[src/rtl/fifo_pkg.sv]
// rtl/fifo_pkg.sv - shared constants and helpers for the parametrised FIFO
// Purpose: read-mode constants and a constant clog2 used for pointer/count widths.
// Ports: none (package).
package fifo_pkg;

  localparam int FIFO_MODE_STD  = 0;
  localparam int FIFO_MODE_FWFT = 1;

  // Number of bits needed to address n entries (clog2(1) = 0).
  function automatic int clog2(input int n);
    int r;
    r = 0;
    for (int v = n - 1; v > 0; v = v >> 1) begin
      r = r + 1;
    end
    return r;
  endfunction

endpackage

[src/rtl/sync_fifo_param_if.sv]
// rtl/sync_fifo_param_if.sv - handshake/status bundle between a FIFO user and sync_fifo_param
// Purpose: groups the write, read, status and flag-clear signals of one FIFO.
// Ports (modport slave = FIFO side, master = user side):
//   write_enable, write_data, read_enable, flag_clear  : user -> FIFO
//   read_data, full, empty, almost_full, almost_empty,
//   count, overflow, underflow                         : FIFO -> user
interface sync_fifo_param_if
  import fifo_pkg::*;
#(
  parameter int DATA_W = 8,
  parameter int DEPTH  = 8
);

  localparam int CNT_W = clog2(DEPTH) + 1;

  logic              write_enable;
  logic [DATA_W-1:0] write_data;
  logic              read_enable;
  logic [DATA_W-1:0] read_data;
  logic              full;
  logic              empty;
  logic              almost_full;
  logic              almost_empty;
  logic [CNT_W-1:0]  count;
  logic              overflow;
  logic              underflow;
  logic              flag_clear;

  modport master (
    output write_enable, write_data, read_enable, flag_clear,
    input  read_data, full, empty, almost_full, almost_empty, count, overflow, underflow
  );

  modport slave (
    input  write_enable, write_data, read_enable, flag_clear,
    output read_data, full, empty, almost_full, almost_empty, count, overflow, underflow
  );

endinterface

[src/rtl/fifo_mem_dp.sv]
// rtl/fifo_mem_dp.sv - register-array dual-port memory, sync write / async read
// Purpose: DATA_W x DEPTH storage for sync_fifo_param; contents are never reset.
// Ports:
//   clk      in  write clock
//   i_we     in  write strobe
//   i_waddr  in  write address
//   i_wdata  in  write data
//   i_raddr  in  read address
//   o_rdata  out combinational read data at i_raddr
module fifo_mem_dp
  import fifo_pkg::*;
#(
  parameter int DATA_W = 8,
  parameter int DEPTH  = 8,
  parameter int AW     = clog2(DEPTH)
) (
  input  logic              clk,
  input  logic              i_we,
  input  logic [AW-1:0]     i_waddr,
  input  logic [DATA_W-1:0] i_wdata,
  input  logic [AW-1:0]     i_raddr,
  output logic [DATA_W-1:0] o_rdata
);

  logic [DATA_W-1:0] r_mem [DEPTH];

  always_ff @(posedge clk) begin
    if (i_we) begin
      r_mem[i_waddr] <= i_wdata;
    end
  end

  assign o_rdata = r_mem[i_raddr];

endmodule

[src/rtl/sync_fifo_param.sv]
// rtl/sync_fifo_param.sv - single-clock parametrised FIFO with show-ahead option
// Purpose: pointers, occupancy count, threshold flags, sticky error flags and
//          read-mode selection around a fifo_mem_dp storage array.
// Ports:
//   clk  in  rising-edge clock
//   rst  in  asynchronous active-high reset
//   bus  slave modport of sync_fifo_param_if (write/read requests, data, status)
module sync_fifo_param
  import fifo_pkg::*;
#(
  parameter int DATA_W    = 8,
  parameter int DEPTH     = 8,
  parameter int FWFT      = FIFO_MODE_STD,
  parameter int AF_THRESH = DEPTH - 2,
  parameter int AE_THRESH = 1
) (
  input logic              clk,
  input logic              rst,
  sync_fifo_param_if.slave bus
);

  localparam int AW = clog2(DEPTH);
  localparam int CW = AW + 1;

  generate
    if (DEPTH < 4 || (DEPTH & (DEPTH - 1)) != 0) begin : g_bad_depth
      $error("sync_fifo_param: DEPTH must be a power of two and at least 4");
    end
    if (AF_THRESH < 1 || AF_THRESH > DEPTH) begin : g_bad_af
      $error("sync_fifo_param: AF_THRESH must lie in 1..DEPTH");
    end
    if (AE_THRESH < 0 || AE_THRESH > DEPTH - 1) begin : g_bad_ae
      $error("sync_fifo_param: AE_THRESH must lie in 0..DEPTH-1");
    end
    if (FWFT != FIFO_MODE_STD && FWFT != FIFO_MODE_FWFT) begin : g_bad_mode
      $error("sync_fifo_param: FWFT must be 0 or 1");
    end
  endgenerate

  logic [AW-1:0]     r_wr_ptr;
  logic [AW-1:0]     r_rd_ptr;
  logic [CW-1:0]     r_count;
  logic [CW-1:0]     w_count_nxt;
  logic              r_full;
  logic              r_empty;
  logic              r_almost_full;
  logic              r_almost_empty;
  logic              r_overflow;
  logic              r_underflow;
  logic              w_wr_acc;
  logic              w_rd_acc;
  logic [DATA_W-1:0] w_mem_rdata;

  // Acceptance looks only at this cycle's registered full/empty, so a
  // simultaneous read never makes room for a write and vice versa.
  assign w_wr_acc = bus.write_enable && !r_full;
  assign w_rd_acc = bus.read_enable && !r_empty;

  always_comb begin
    w_count_nxt = r_count;
    case ({w_wr_acc, w_rd_acc})
      2'b10:   w_count_nxt = r_count + CW'(1);
      2'b01:   w_count_nxt = r_count - CW'(1);
      default: w_count_nxt = r_count;
    endcase
  end

  // Status flags are registered from the next count so they come straight
  // out of flops and cannot glitch, while still matching the registered count.
  always_ff @(posedge clk or posedge rst) begin
    if (rst) begin
      r_wr_ptr       <= '0;
      r_rd_ptr       <= '0;
      r_count        <= '0;
      r_full         <= 1'b0;
      r_empty        <= 1'b1;
      r_almost_full  <= 1'b0;
      r_almost_empty <= 1'b1;
      r_overflow     <= 1'b0;
      r_underflow    <= 1'b0;
    end else begin
      if (w_wr_acc) r_wr_ptr <= r_wr_ptr + AW'(1);
      if (w_rd_acc) r_rd_ptr <= r_rd_ptr + AW'(1);
      r_count        <= w_count_nxt;
      r_full         <= (w_count_nxt == CW'(DEPTH));
      r_empty        <= (w_count_nxt == '0);
      r_almost_full  <= (w_count_nxt >= CW'(AF_THRESH));
      r_almost_empty <= (w_count_nxt <= CW'(AE_THRESH));
      // A new error on the same edge as flag_clear wins.
      if (bus.write_enable && r_full) r_overflow <= 1'b1;
      else if (bus.flag_clear)        r_overflow <= 1'b0;
      if (bus.read_enable && r_empty) r_underflow <= 1'b1;
      else if (bus.flag_clear)        r_underflow <= 1'b0;
    end
  end

  fifo_mem_dp #(
    .DATA_W (DATA_W),
    .DEPTH  (DEPTH),
    .AW     (AW)
  ) u_mem (
    .clk     (clk),
    .i_we    (w_wr_acc),
    .i_waddr (r_wr_ptr),
    .i_wdata (bus.write_data),
    .i_raddr (r_rd_ptr),
    .o_rdata (w_mem_rdata)
  );

  generate
    if (FWFT == FIFO_MODE_FWFT) begin : g_fwft
      // Head of queue is visible directly; forced to zero while empty.
      assign bus.read_data = r_empty ? '0 : w_mem_rdata;
    end else begin : g_std
      logic [DATA_W-1:0] r_read_data;
      always_ff @(posedge clk or posedge rst) begin
        if (rst)           r_read_data <= '0;
        else if (w_rd_acc) r_read_data <= w_mem_rdata;
      end
      assign bus.read_data = r_read_data;
    end
  endgenerate

  assign bus.full         = r_full;
  assign bus.empty        = r_empty;
  assign bus.almost_full  = r_almost_full;
  assign bus.almost_empty = r_almost_empty;
  assign bus.count        = r_count;
  assign bus.overflow     = r_overflow;
  assign bus.underflow    = r_underflow;

endmodule

[src/flat_wrapper.sv]
// flat-port wrapper written by rule: the top's interface ports become plain ports
module sync_fifo_param_flat import fifo_pkg::*;
#(
  parameter int DATA_W    = 8,
  parameter int DEPTH     = 8,
  parameter int FWFT      = FIFO_MODE_STD,
  parameter int AF_THRESH = DEPTH - 2,
  parameter int AE_THRESH = 1
)
  (clk, rst, bus_write_enable, bus_write_data, bus_read_enable, bus_flag_clear, bus_read_data, bus_full, bus_empty, bus_almost_full, bus_almost_empty, bus_count, bus_overflow, bus_underflow);
  sync_fifo_param_if #(.DATA_W(DATA_W), .DEPTH(DEPTH)) bus_i ();
  input logic clk;
  input logic rst;
  input wire logic [$bits(bus_i.write_enable)-1:0] bus_write_enable;
  input wire logic [$bits(bus_i.write_data)-1:0] bus_write_data;
  input wire logic [$bits(bus_i.read_enable)-1:0] bus_read_enable;
  input wire logic [$bits(bus_i.flag_clear)-1:0] bus_flag_clear;
  output wire logic [$bits(bus_i.read_data)-1:0] bus_read_data;
  output wire logic [$bits(bus_i.full)-1:0] bus_full;
  output wire logic [$bits(bus_i.empty)-1:0] bus_empty;
  output wire logic [$bits(bus_i.almost_full)-1:0] bus_almost_full;
  output wire logic [$bits(bus_i.almost_empty)-1:0] bus_almost_empty;
  output wire logic [$bits(bus_i.count)-1:0] bus_count;
  output wire logic [$bits(bus_i.overflow)-1:0] bus_overflow;
  output wire logic [$bits(bus_i.underflow)-1:0] bus_underflow;
  assign bus_i.write_enable = bus_write_enable;
  assign bus_i.write_data = bus_write_data;
  assign bus_i.read_enable = bus_read_enable;
  assign bus_i.flag_clear = bus_flag_clear;
  assign bus_read_data = bus_i.read_data;
  assign bus_full = bus_i.full;
  assign bus_empty = bus_i.empty;
  assign bus_almost_full = bus_i.almost_full;
  assign bus_almost_empty = bus_i.almost_empty;
  assign bus_count = bus_i.count;
  assign bus_overflow = bus_i.overflow;
  assign bus_underflow = bus_i.underflow;
  sync_fifo_param #(.DATA_W(DATA_W), .DEPTH(DEPTH), .FWFT(FWFT), .AF_THRESH(AF_THRESH), .AE_THRESH(AE_THRESH)) u_core (.clk(clk), .rst(rst), .bus(bus_i));
endmodule
[config.mk]
export PLATFORM = sky130hd
export DESIGN_NAME = sync_fifo_param_flat
export DESIGN_NICKNAME = d
export VERILOG_FILES = /design/src/rtl/fifo_pkg.sv /design/src/rtl/sync_fifo_param_if.sv /design/src/rtl/fifo_mem_dp.sv /design/src/rtl/sync_fifo_param.sv /design/src/flat_wrapper.sv
export SDC_FILE = /design/constraint.sdc
export NUM_CORES = 1
export LEC_CHECK = 0
export ABC_AREA = 1
export CAP_MARGIN = 0
export CORE_UTILIZATION = 40
export CTS_BUF_LIST = sky130_fd_sc_hd__clkbuf_8
export CTS_CLUSTER_DIAMETER = 30
export CTS_CLUSTER_SIZE = 24
export DETAILED_ROUTE_END_ITERATION = 12
export PLACE_DENSITY = 0.69
export SETUP_SLACK_MARGIN = 0.4
export SYNTH_ARGS = -nofsm -noshare
export SYNTH_HDL_FRONTEND = slang
export SYNTH_SLANG_ARGS = --single-unit
[constraint.sdc]
create_clock -name clk -period 2 [get_ports clk]
set_input_delay 0.4 -clock clk [delete_from_list [all_inputs] [get_ports clk]]
set_output_delay 0.4 -clock clk [all_outputs]
set_load 0.01 [all_outputs]
==> flow_summary.toml, run 1 <==
[status]
outcome = "finished clean"

[routing]
routed_via_density = 5.26
drc = 0
wire_per_inst_um = 17.3
ant_nets = 0
drt_first_pass_iters = 4
drt_wl_total_um = 8310
drt_iter0_drc = 220
via_count = 2528

[synthesis]
synth_area_leaders = "edfxtp_1 (54%), dfrtp_1 (15%), o21ai_0 (5.3%)"
synth-seq-cells = 88
yosysSeqAreaShare_pct = 70.7
syn_area_sq_mm = 0.00357
yosysTopAreaCell = "edfxtp_1"
synth_top_area_share_pct = 53.8
avgSynthCellArea_sq_um = 12.0
synth_nets = 315
yosysWarningCount = 0
syn-instance-count = 298
yosysUniqueCellTypes = 22

[place]
place_inst = 455
portBuffers = 30
dpl.hpwl_um = 5010
place_ws_ps = -238
gp_congestion = 0.837

[floorplan]
placementRows = 34
die_w_um = 96.5
coreArea_sq_mm = 0.00868
start_util_pct = 41.1
design.die.area_sq_mm = 0.00931
num_io_pins = 31
die-height_um = 96.5

[cells_and_area]
fin_cells = 481
nNetsFinal = 385
area_growth_pct = 30.9
regArea_sq_mm = 0.00253
drive_gt1_share_pct = 26.5
multi_input_area_sq_mm = 0.00113
antenna_cells = 0
fillers = 714

[setup_path]
cp_slowest_cell = "dfstp_2"
cpLargestDelayFamily = "simple AND/OR/NAND/NOR gates"
setup.worst_path.class = "flop to flop"
critPathCaptureType = "flop"
cpPeakStageDelay_ps = 570
crit_fanout = 3
required_ps = 2300
arrival_ps = 2220
start_kind = "flop"
crit_buf_inv = 3
crit_chain = "buf_12, nor2_8, nand2_4, nand2_4, nand2_2, inv_2, ha_4, a21oi_2, inv_1, nand2_1, nand2_1, nand2_2, nand2_2, or2_0, nor2_1"
crit_top_cell = "nand2_2"

[global_routing]
grt_remaining_overflow = 0
grt_max_degree = 35
antenna_found_initial = 0
grt_first_pass_wirelength_um = 12100
grt_pass1_vias = 2453
grt.total_usage_pct = 18.3

[sta]
setup_ws_ps = 82.9
clock_skew_ps = 19.9
timing.hold.ws_ps = 382
setup-violations-final = 0
grt_setup_unrepaired = "yes"
setup_tns_ps = 0
relSlewSlack_pct = 76.6
worst_slew_pin_slew_ps = 348
hold_violations = 0
min_period_ps = 1920
fmax_ghz = 0.522
slew_viol_final = 0
timing.final.crit_share_pct = 95.9

[power_and_ir_drop]
total_power_uw = 6450
power.leakage_uw = 0.00182
ir_worst_vdd_v = 0.000453
power_density_mw_per_mm2 = 1380

[clock_tree]
clockRootBuffer = "clkbuf_8"
clkLatencyLatePin_ps = 360
clockBufferDepth = 2
clk_pin_slew_ps = 100
clock-sinks = 88
cts_tree = "built"
cts_htree_levels = 3
cts_inserted_buffers = 9
cts_hold_buffers = 0

[flow_run]
maxCapViolCount = 0

[worst_hold_path]
hold_class = "primary input to asynchronous set/reset pin"
[stage by stage]
stage / cell area (sq um) / utilization, %
final: 4670 / 53.8
after global routing: 4670 / 53.8
after CTS: 4460 / 51.4
after detailed placement: 4210 / 48.5
after global placement: 4210 / 48.5
after floorplan: 3600 / -
[power by group]
part	internal, uW	switching [uW]
combinational	1120	1690
clock	452	627
sequential	2370	188
[repair_timing]
action	4_1_cts	5_1_grt
resized for setup	29	54
pin swaps	0	9
setup endpoints to repair	85	77
endpoints found under the hold margin	0	0
buffers inserted	8	2
[final timing paths]
| path | slack, ps | depth (start not counted) | from | to |
|---|---|---|---|---|
| hold reg to reg | 480 | 2 | u_core.bus.read_data[4] | u_core.bus.read_data[4] |
| min in group clk | 450 | 3 | bus_read_enable | u_core.bus.underflow |
| setup reg to reg | 80 | 15 | u_core.bus.empty | u_core.bus.almost_empty |
| setup / recovery | 80 | 15 | u_core.bus.empty | u_core.bus.almost_empty |
| max in group asynchronous | 1330 | 3 | rst | u_core.bus.almost_empty |
| hold / removal | 380 | 3 | rst | u_core.bus.overflow |
[tightest hold or removal path: cells and delay by family]
family                 cells  cell delay, ps
buffers and inverters      3             730
[cell type report]
| class | instances | area share, % |
|---|---|---|
| clock buffers | 9 | 2.65 |
| clock inverters | 7 | 0.991 |
| inverters | 19 | 1.66 |
| multi-input cells | 181 | 24.1 |
| flip-flops and latches | 88 | 54.1 |
| well taps | 108 | 2.89 |
| repair buffers | 69 | 13.6 |
[cells in the mapped netlist]
library cell,count
ha_1,4
inv_2,1
or2_2,2
or2_0,1
xnor2_1,2
clkbuf_1,9
nand3_1,17
nor2_8,1
nand2_1,44
nor2_1,45
clkinv_1,1
nand2_2,6
inv_1,17
nand2_4,1
dfrtp_1,22
o21ai_0,38
dfstp_2,2
a21oi_1,1
o221ai_1,16
buf_1,1
edfxtp_1,64
xor2_1,3
[state kept, by name, summed over array words and instances, names as in the netlist]
| register | flops |
|---|---|
| u_core.bus.almost_empty | 1 |
| u_core.bus.almost_full | 1 |
| u_core.bus.count | 4 |
| u_core.bus.empty | 1 |
| u_core.bus.full | 1 |
| u_core.bus.overflow | 1 |
| u_core.bus.read_data | 8 |
| u_core.bus.underflow | 1 |
| u_core.r_rd_ptr | 3 |
| u_core.r_wr_ptr | 3 |
| u_core.u_mem.r_mem | 64 |
[cells by family after synthesis]
kind of cell	after synthesis	share of synthesized area [%]
xor gates and xnor gates	5	1.23
AOI/OAI and AO/OA	55	9.39
DFF	88	70.7
and+or+nand+nor	117	14.2
adders and majority gates	4	1.40
buffers and inverters	29	3.05
[placed cells by master (no fill, tap or decap), types with 2 or more instances in the layout]
master and n:
edfxtp_1 64, nand2_1 38, nor2_1 36, o21ai_0 36
buf_4 26, dfrtp_1 21, dlygate4sd2_1 19, o221ai_1 16
nand3_1 13, inv_1 12, buf_6 12, clkdlybuf4s50_1 10
clkbuf_8 9, nand2_2 8, nor2_4 8, inv_2 5
nand2_4 5, xor2_1 3, nand3_2 3, clkinvlp_4 2
clkinv_1 2, ha_4 2, ha_1 2, inv_6 2
buf_12 2, dfstp_2 2
[layer usage]
metal	wire length (um)	vias up	share of wire [%]	global-route usage, %
met2	4190	80	50	31.0
met1	3490	1243	42	22.6
li1	-	1191	-	-
met3	420	14	5.1	4.07
met5	0	-	0	0
met4	208	0	2.5	7.35
(Power assumes the default switching activity.)
==> run 2: changes to the inputs <==
PLACE_DENSITY = 0.67   (was 0.69)
clock period = 2.01 ns   (was 2 ns; I/O delays follow)
==> flow_summary.toml, run 2 (synthesis results as in run 1) <==
[status]
outcome = "finished clean"

[clock_tree]
clock-sinks = 88
clockBufferDepth = 2
cts_htree_levels = 3
cts_hold_buffers = 0
clk_pin_slew_ps = 100
cts_inserted_buffers = 9
cts_tree = "built"
clkLatencyLatePin_ps = 360
clockRootBuffer = "clkbuf_8"

[floorplan]
placementRows = 34
die-height_um = 96.5
start_util_pct = 41.1
die_w_um = 96.5
design.die.area_sq_mm = 0.00931
num_io_pins = 31
coreArea_sq_mm = 0.00868

[global_routing]
grt.total_usage_pct = 18.1
grt_pass1_vias = 2279
antenna_found_initial = 0
grt_first_pass_wirelength_um = 11900
grt_max_degree = 35
grt_remaining_overflow = 0

[sta]
grt_setup_unrepaired = "yes"
clock_skew_ps = 11.6
setup_ws_ps = 185
setup_tns_ps = 0
hold_violations = 0
worst_slew_pin_slew_ps = 362
relSlewSlack_pct = 75.7
slew_viol_final = 0
min_period_ps = 1820
timing.final.crit_share_pct = 90.8
fmax_ghz = 0.548
setup-violations-final = 0

[routing]
via_count = 2489
ant_nets = 0
drt_iter0_drc = 125
routed_via_density = 5.17
wire_per_inst_um = 16.4
drt_first_pass_iters = 4
drt_wl_total_um = 7910
drc = 0

[place]
gp_congestion = 0.788
portBuffers = 30
dpl.hpwl_um = 5090
place_ws_ps = -236

[setup_path]
setup.worst_path.class = "flop to flop"
cp_slowest_cell = "dfstp_2"
cpPeakStageDelay_ps = 600
required_ps = 2310
crit_chain = "nor2_8, nand2_4, nand2_2, nand2_2, inv_2, ha_4, a21oi_2, inv_1, nand2_1, nand2_2, nand2_2, nand2_2, or2_0, nor2_1"
r2r_cells = 14
arrival_ps = 2120
crit_fanout = 4
critPathCaptureType = "flop"
crit_top_cell = "nand2_2"
start_kind = "flop"

[cells_and_area]
largest_register = "u_core.u_mem.r_mem"
layout_commonest_cell = "edfxtp_1"
largest_register_ffs = 64
antenna_cells = 0
layout_common_cells = "edfxtp_1 (64), nand2_1 (39), nor2_1 (37)"
drive_gt1_share_pct = 24.7
multi_input_area_sq_mm = 0.00105
regArea_sq_mm = 0.00253
fillers = 775
area_growth_pct = 28.0
nNetsFinal = 385

[power_and_ir_drop]
total_power_uw = 6380
ir_worst_vdd_v = 0.000456
power.leakage_uw = 0.00181
power_density_mw_per_mm2 = 1400

[flow_run]
maxCapViolCount = 0

[worst_hold_path]
hold_class = "primary input to asynchronous set/reset pin"
[run 2: final timing paths]
check / from / slack, ps / end
setup / recovery: u_core.bus.empty / 190 / u_core.bus.almost_empty
hold / removal: rst / 380 / u_core.r_rd_ptr[0]
setup reg to reg: u_core.bus.empty / 190 / u_core.bus.almost_empty
hold reg to reg: u_core.bus.read_data[6] / 480 / u_core.bus.read_data[6]
max in group asynchronous: rst / 1340 / u_core.bus.almost_empty
min in group clk: bus_read_enable / 440 / u_core.bus.underflow
[run 2: stage by stage]
stage / instance area, sq um / util, % / hold slack [ps] / instances
final: 4570 / 52.7 / 376 / 481
after floorplan: 3600 / - / 415 / 298
after detailed placement: 4230 / 48.8 / 466 / 458
after CTS: 4480 / 51.7 / 375 / 478
after global placement: 4230 / 48.8 / 463 / 458
after global routing: 4570 / 52.7 / 432 / 481
[run 2: worst max-delay path, delay by kind of cell, from the launching register on]
family | cells | cell delay [ps]
AOI/OAI and AO/OA | 1 | 120
and+or+nand+nor | 10 | 790
adders and majority gates | 1 | 150
DFF | 1 | 600
buffers and inverters | 2 | 100
[run 2: layer usage]
| layer | wire length (um) | share of wire, % | global-route usage [%] | vias up |
|---|---|---|---|---|
| met3 | 395 | 5.0 | 3.29 | 9 |
| met1 | 3590 | 45 | 25.0 | 1220 |
| met4 | 121 | 1.5 | 8.09 | 0 |
| met5 | 0 | 0 | 0 | - |
| met2 | 3810 | 48 | 27.8 | 72 |
| li1 | - | - | - | 1188 |
[run 2: final cells by class]
class | count | area share (%)
Sequential cell | 88 | 55.3
Clock buffer | 9 | 2.71
Inverter | 19 | 1.62
Timing Repair Buffer | 69 | 12.8
Tap cell | 108 | 2.96
Multi-Input combinational cell | 181 | 22.9
Clock inverter | 7 | 1.72
[run 2: repair_timing]
action,in CTS,in global routing
pin swaps,2,5
gates resized for setup,34,16
setup endpoints to repair,57,38
buffers inserted,4,3
[run 2: power by group]
| group | internal, uW | total, uW | switching [uW] | leakage (uW) |
|---|---|---|---|---|
| logic | 1060 | 2590 | 1540 | 0.000839 |
| registers | 2360 | 2530 | 178 | 0.000869 |
| clock network | 589 | 1260 | 668 | 0.0000982 |
==> run 3: changes to the inputs <==
==> constraint.sdc (replaced) <==
create_clock -name clk -period 2.01 [get_ports clk]
set_input_delay 0.3015 -clock clk [delete_from_list [all_inputs] [get_ports clk]]
set_output_delay 0.3015 -clock clk [all_outputs]
set_load 0.01 [all_outputs]
==> flow_summary.toml, run 3 (synthesis results as in run 1) <==
[clock_tree]
cts_inserted_buffers = 9
cts_htree_levels = 3
clockBufferDepth = 2
clkLatencyLatePin_ps = 350
cts_hold_buffers = 0
cts_tree = "built"
clock-sinks = 88
clk_pin_slew_ps = 90
clockRootBuffer = "clkbuf_8"

[setup_path]
r2r_cells = 14
cpPeakStageDelay_ps = 590
crit_top_cell = "nand2_2"
cpLargestDelayFamily = "simple AND/OR/NAND/NOR gates"
setup.worst_path.class = "flop to flop"
arrival_ps = 2100
required_ps = 2300
crit_chain = "nor2_8, nand2_4, nand2_4, nand2_2, inv_2, ha_4, a21oi_4, inv_1, nand2_1, nand2_1, nand2_2, nand2_2, or2_0, nor2_1"
crit_fanout = 4
start_kind = "flop"
crit_buf_inv = 2
cp_slowest_cell = "dfstp_2"
crit_cells = 14
critPathCaptureType = "flop"

[power_and_ir_drop]
pwr-share-comb_pct = 41.2
intPower_uw = 3910
seqPwrFrac_pct = 41.2
power.switching_uw = 2250
ir_worst_vdd_v = 0.000501
switching_share_pct = 36.5
power.leakage_uw = 0.00176
p_clk_share_pct = 17.6
power_density_mw_per_mm2 = 1370

[cells_and_area]
antenna_cells = 0
finish.utilization_pct = 51.9
area_growth_pct = 26.2
layout_commonest_cell = "edfxtp_1"
nNetsFinal = 380
drive_gt1_share_pct = 22.0
largest_register_ffs = 64
largest_register = "u_core.u_mem.r_mem"
layout_common_cells = "edfxtp_1 (64), nand2_1 (40), nor2_1 (39)"

[routing]
ant_nets = 0
met2_length_um = 3520
top_layer_used = "met4"
wl_met3_um = 434
drt_iter0_drc = 187
drt_wl_total_um = 7440
wire_per_inst_um = 15.6
routed_via_density = 5.13
drc = 0
drt_first_pass_iters = 4
via_count = 2440
m1WireLength_um = 3390

[global_routing]
grt_remaining_overflow = 0
grt.total_usage_pct = 17.4
grt_first_pass_wirelength_um = 11600
antenna_found_initial = 0
grt_max_degree = 35
grt_pass1_vias = 2339

[place]
gp_congestion = 0.825
dpl.hpwl_um = 4810
portBuffers = 30

[sta]
clock_skew_ps = 6.54
timing.final.crit_share_pct = 90.1
hold_violations = 0
setup_tns_ps = 0
grt_setup_unrepaired = "yes"
min_period_ps = 1810
relSlewSlack_pct = 77.9
worst_slew_pin_slew_ps = 330
slew_viol_final = 0
timing.hold.ws_ps = 285
setup-violations-final = 0
fmax_ghz = 0.552

[floorplan]
start_util_pct = 41.1
placementRows = 34
die-height_um = 96.5
design.die.area_sq_mm = 0.00931
coreArea_sq_mm = 0.00868
die_w_um = 96.5
num_io_pins = 31

[worst_hold_path]
hold_class = "primary input to asynchronous set/reset pin"

[status]
outcome = "finished clean"

[flow_run]
maxCapViolCount = 0
run 3: layer usage:
layer,track usage [%],vias to the layer above
met5,0,-
met1,23.4,1177
met2,27.1,78
met3,4.07,8
met4,7.35,0
li1,-,1177
run 3: power by group through the flow:
stage / Sequential (uW) / Combinational [uW] / Clock (uW)
floorplan: 2640 / 1280 / 0
global placement: 2570 / 2230 / 0
detailed placement: 2580 / 2270 / 0
CTS: 2530 / 2400 / 1110
global route: 2580 / 2840 / 1190
finish: 2540 / 2540 / 1090
run 3: layout make-up:
cell class | instances | area, sq um
clock buffer | 10 | 138
timing repair buffer | 64 | 558
multi-input combinational | 181 | 1030
clock inverter | 6 | 36.3
fill | 752 | 4170
tap | 108 | 135
inverter | 19 | 77.6
sequential | 88 | 2530
run 3: worst min-delay path, cell delays in order:
cell,delay (ps)
clkdlybuf4s50_1,390
inv_1,50
buf_4,290
run 3: path summary, 6_finish.rpt:
check / start / to / slack (ps)
worst max register to register: u_core.bus.empty / u_core.bus.almost_empty / 200
max in group asynchronous: rst / u_core.bus.almost_empty / 1440
worst max-delay path: u_core.bus.empty / u_core.bus.almost_empty / 200
worst min register to register: u_core.bus.read_data[6] / u_core.bus.read_data[6] / 490
worst min-delay path: rst / u_core.r_rd_ptr[2] / 290
min in group clk: bus_read_enable / u_core.bus.underflow / 330
run 3: repair_timing:
| action | in CTS | in global routing |
|---|---|---|
| pin swaps | 1 | 10 |
| setup endpoints to repair | 26 | 53 |
| resized for setup | 13 | 18 |
| setup buffers | 7 | 2 |
run 3: stage by stage:
stage	power, uW	worst slack, ps	area, sq um	instances
after floorplan	3920	311	3600	298
after global placement	4810	-99.6	4180	451
after detailed placement	4860	-134	4180	451
after CTS	6050	236	4430	474
after global routing	6610	69.6	4500	476
final	6160	198	4500	476
